--- src/rtl/barrel_pkg.sv ---
// Shared definitions for the pipelined barrel shifter: mode encodings and
// the small decode helpers each shift stage uses.
package barrel_pkg;

  localparam logic [1:0] MODE_LOGIC = 2'b00;
  localparam logic [1:0] MODE_ARITH = 2'b01;
  localparam logic [1:0] MODE_ROT   = 2'b10;

  function automatic logic is_rotate(input logic [1:0] mode);
    return mode == MODE_ROT;
  endfunction

  // Reserved mode 2'b11 falls through to logical, so only an arithmetic right
  // shift ever fills with the sign bit.
  function automatic logic fill_bit(input logic [1:0] mode, input logic dir, input logic msb);
    return (mode == MODE_ARITH) && dir && msb;
  endfunction

endpackage

--- src/rtl/barrel_stage.sv ---
// One pipeline stage: conditionally shifts the incoming word by 2^K, then
// registers the result together with the control that travels alongside it.
module barrel_stage
  import barrel_pkg::*;
#(
  parameter int WIDTH = 8,
  parameter int SHW   = $clog2(WIDTH),
  parameter int K     = 0
) (
  input  logic             clk,
  input  logic             rst,
  input  logic             en,
  input  logic             in_valid,
  input  logic [WIDTH-1:0] in_data,
  input  logic [SHW-1:0]   in_shift,
  input  logic             in_dir,
  input  logic [1:0]       in_mode,
  output logic             out_valid,
  output logic [WIDTH-1:0] out_data,
  output logic [SHW-1:0]   out_shift,
  output logic             out_dir,
  output logic [1:0]       out_mode
);

  localparam int AMT = 1 << K;

  logic [2*WIDTH-1:0] doubled;
  logic [WIDTH-1:0]   fill;
  logic [WIDTH-1:0]   shifted;

  // NOTE: every signal written here gets a value before any branch, so no latch is inferred.
  always_comb begin
    doubled = {in_data, in_data};
    fill    = {WIDTH{fill_bit(in_mode, in_dir, in_data[WIDTH-1])}};
    shifted = in_data;
    if (in_shift[K]) begin
      if (is_rotate(in_mode)) begin
        shifted = in_dir ? doubled[AMT +: WIDTH] : doubled[WIDTH-AMT +: WIDTH];
      end else if (in_dir) begin
        shifted = (in_data >> AMT) | (fill << (WIDTH - AMT));
      end else begin
        shifted = in_data << AMT;
      end
    end
  end

  // NOTE: state registers use non-blocking assignments so all stages sample
  // their predecessors' pre-edge values and the pipe shifts by exactly one slot.
  always_ff @(posedge clk or posedge rst) begin
    if (rst) begin
      out_valid <= 1'b0;
      out_data  <= '0;
      out_shift <= '0;
      out_dir   <= 1'b0;
      out_mode  <= MODE_LOGIC;
    end else if (en) begin
      out_valid <= in_valid;
      out_data  <= shifted;
      out_shift <= in_shift;
      out_dir   <= in_dir;
      out_mode  <= in_mode;
    end
  end

endmodule

--- src/rtl/barrel_shifter_pipe.sv ---
// Pipelined barrel shifter: SHW stages, one per shift-amount bit, advanced
// together by a single global enable that carries backpressure to the input.
module barrel_shifter_pipe
  import barrel_pkg::*;
#(
  parameter int WIDTH = 8,
  parameter int SHW   = $clog2(WIDTH)
) (
  input  logic             clk,
  input  logic             rst,
  input  logic             in_valid,
  output logic             in_ready,
  input  logic [WIDTH-1:0] in_data,
  input  logic [SHW-1:0]   in_shift,
  input  logic             in_dir,
  input  logic [1:0]       in_mode,
  output logic             out_valid,
  input  logic             out_ready,
  output logic [WIDTH-1:0] out_data
);

  logic             en;
  logic             valid_p [SHW+1];
  logic [WIDTH-1:0] data_p  [SHW+1];
  logic [SHW-1:0]   shift_p [SHW+1];
  logic             dir_p   [SHW+1];
  logic [1:0]       mode_p  [SHW+1];

  // The whole pipe moves only when the last slot is empty or being drained.
  assign en       = !out_valid || out_ready;
  assign in_ready = en;

  assign valid_p[0] = in_valid;
  assign data_p[0]  = in_data;
  assign shift_p[0] = in_shift;
  assign dir_p[0]   = in_dir;
  assign mode_p[0]  = in_mode;

  for (genvar k = 0; k < SHW; k++) begin : g_stage
    barrel_stage #(
      .WIDTH (WIDTH),
      .SHW   (SHW),
      .K     (k)
    ) u_stage (
      .clk       (clk),
      .rst       (rst),
      .en        (en),
      .in_valid  (valid_p[k]),
      .in_data   (data_p[k]),
      .in_shift  (shift_p[k]),
      .in_dir    (dir_p[k]),
      .in_mode   (mode_p[k]),
      .out_valid (valid_p[k+1]),
      .out_data  (data_p[k+1]),
      .out_shift (shift_p[k+1]),
      .out_dir   (dir_p[k+1]),
      .out_mode  (mode_p[k+1])
    );
  end

  assign out_valid = valid_p[SHW];
  assign out_data  = data_p[SHW];

endmodule

--- config.mk ---
export PLATFORM = sky130hd
export DESIGN_NAME = barrel_shifter_pipe
export DESIGN_NICKNAME = d
export VERILOG_FILES = /design/src/rtl/barrel_pkg.sv /design/src/rtl/barrel_stage.sv /design/src/rtl/barrel_shifter_pipe.sv
export SDC_FILE = /design/constraint.sdc
export NUM_CORES = 1
export LEC_CHECK = 0
export ABC_AREA = 1
export BUFFER_PORTS_ARGS = -buffer_cell sky130_fd_sc_hd__buf_2
export CORE_UTILIZATION = 39
export DETAILED_ROUTE_END_ITERATION = 8
export SETUP_SLACK_MARGIN = 0.05
export SLEW_MARGIN = 5
export SYNTH_ARGS = -nofsm -noshare
export SYNTH_HDL_FRONTEND = slang
export SYNTH_SLANG_ARGS = --single-unit
--- constraint.sdc ---
create_clock -name clk -period 3.19 [get_ports clk]
set_clock_uncertainty 0.1 [all_clocks]
set_input_delay 0.319 -clock clk [delete_from_list [all_inputs] [get_ports clk]]
set_output_delay 0.319 -clock clk [all_outputs]
set_load 0.05 [all_outputs]
==> results.toml <==
[cells_and_area]
antenna_cells = 0
areaGrowthSynthToFinish_pct = 9.20
drive_gt1_frac = 0.131
num-fill-cells = 510
multiInputGateArea_um2 = 818
fin_nets = 315
utilization = 0.450
regArea_um2 = 901

[pwr]
power_mw = 1.88
swShare = 0.448
switching_power_mw = 0.841
seqPwrFrac = 0.409
ir_drop_uv = 276
power_leakage_nw = 1.18
p_int_mw = 1.04
p_comb_frac = 0.406
clockPowerShare = 0.185
powerDensity_nw_per_um2 = 866

[clock_tree]
hold_buffers = 0
cts_root_buf = "clkbuf_8"
cts_tree = "built"
post-cts-setup-buffers = 0
post_cts_resized = 0
path_clk_slew_ps = 70
insertion_delay_ps = 280
clk_path_buf_depth = 2
htree_num_levels = 2
clkSinkCount = 36
cts_buffers = 5

[worst_setup_path]
path_cells = "nand2_4 > buf_2"
cp.required_ps = 2770
start_kind = "flip-flop"
r2r_start = "g_stage[2].u_stage.out_valid"
critPathKind = "reg -> out"
path_max_fanout = 44
ff2ff_setup_slack_ps = 1620
critPathCaptureType = "output pin"
cp-startpoint = "g_stage[2].u_stage.out_valid"
slowest_delay_ps = 400
timing.critical_path.arrival_ps = 1370
cp_slowest_cell = "dfrtp_1"

[synthesis]
synth_seq_area_share = 0.454
yosysTopAreaCell = "dfrtp_1"
synth_most_common_cell = "nand2_1"
synth_edf_count = 0
async_reset_ff_frac = 1.00
synth_top_area_frac = 0.454
synthTopCellsByArea = "dfrtp_1 (45%), nand2_1 (20%), o21ai_0 (6.3%), inv_1 (5.7%), buf_4 (4.2%)"
syn_area_um2 = 1990
synth_cells = 282
yosysUniqueCellTypes = 15
synth-seq-cells = 36
syn_nets = 300
yosys-top-cells-count = "nand2_1 (108), dfrtp_1 (36), inv_1 (30)"
synth-main-ff-cell = "dfrtp_1"
syn_avg_cell_area_um2 = 7.04
ys_warn_count = 0

[min_path]
hold_class = "in -> async"

[die]
rows = 25
core_area_um2 = 4820
die_w_um = 73.4
start_util = 0.412
ios = 28
die_height_um = 73.4
die-area_um2 = 5380

[placement]
numPortBuffers = 27
gp_congestion = 0.850
dp_hpwl_mm = 2.74

[timing]
tns_ps = 0
max_slew.worst_pin.slew_ps = 470
finalCriticalPeriod_ps = 1790
clock.fmax_mhz = 558
finalHoldWorstSlack_ps = 22.5
hold_violations = 0
fin_crit_sh = 0.561
rsz0062_at_grt = "no"
max_slew_margin = 0.686
drv_slew = 0
setup_viol = 0

[routing]
avgViaCountPerCell = 4.73
routed_wirelength_mm = 3.90
first_iter_violations = 75
remaining_drc_errors = 0
wl_per_cell_um = 10.7
drtAntennaViolNets = 0
first_pass_iters = 4
vias = 1720

[global_routing]
grt_usage = 0.162
grt_pass1_vias = 1546
grt_first_pass_wirelength_mm = 6.75
grt-ovfl-total = 0
grt_start_max_net_pins = 45
antenna_found_initial = 0

[run]
maxCapViolations = 0

[outcome]
status = "complete, no violations"
[stage by stage]
stage | instances | area, um^2 | setup WS (ps)
4_1_cts | 364 | 2170 | 1380
5_1_grt | 364 | 2170 | 1310
6_report | 364 | 2170 | 1400
3_3_place_gp | 357 | 2070 | 1530
3_5_place_dp | 357 | 2070 | 1500
2_1_floorplan | 282 | 1990 | 1690
[power groups by stage]
stage	logic, mW	clock network [mW]	registers, mW
floorplan	0.722	0	0.741
global placement	0.757	0	0.777
detailed placement	0.766	0	0.778
CTS	0.770	0.354	0.770
global route	0.863	0.373	0.792
finish	0.762	0.348	0.768
[flip-flops by register name, summed over array words and instances, names as in the netlist]
signal / cells
g_stage.u_stage.out_data: 24
g_stage.u_stage.out_mode: 4
g_stage.u_stage.out_dir: 2
g_stage.u_stage.out_valid: 3
g_stage.u_stage.out_shift: 3
[cell type report]
type,count,area share
clock buffers,7,0.0444
well taps,67,0.0387
repair buffers,28,0.0658
flip-flops and latches,36,0.415
inverters,33,0.0583
multi-input cells,193,0.377
[critical path: cells and delay by family, from the launching register on]
kind                   cells  cell delay [ps]
buffers and inverters      1              340
and+or+nand+nor            1              330
DFF                        1              400
[layer usage]
metal / routed length (um) / vias to the layer above / share of wire / GRT usage
li1: - / 898 / - / -
met1: 1880 / 769 / 0.48 / 0.202
met2: 1810 / 45 / 0.46 / 0.272
met3: 146 / 8 / 0.037 / 0.0329
met4: 62 / 0 / 0.016 / 0.0705
met5: 0 / - / 0 / 0
[logic make-up (layout without fill, tap and decap cells)]
logic type,count (synthesis),in the layout,share of synthesized area
AOI/OAI and AO/OA,44,44,0.111
DFF,36,36,0.454
and+or+nand+nor,149,149,0.301
buffers and inverters,53,68,0.134
[worst paths after layout]
| check | end | depth (start not counted) |
|---|---|---|
| setup reg to reg | g_stage[0].u_stage.out_data[0] | 5 |
| hold / removal | g_stage[2].u_stage.out_data[3] | 3 |
| setup / recovery | in_ready | 2 |
| min in group clk | g_stage[0].u_stage.out_valid | 3 |
| max in group asynchronous | g_stage[1].u_stage.out_data[2] | 3 |
| hold reg to reg | g_stage[2].u_stage.out_valid | 2 |
[cells in the final DEF (no fill, tap or decap)]
cell / instances
buf_4: 1
nand2_4: 1
o21ai_0: 25
buf_2: 27
nand3_1: 13
inv_2: 2
nor2_1: 21
clkbuf_8: 7
dfrtp_1: 36
nand4_1: 6
inv_1: 30
nand2_1: 108
a21oi_1: 15
inv_4: 1
o21ai_1: 4
Note: power is estimated with default switching activity, not from simulation.
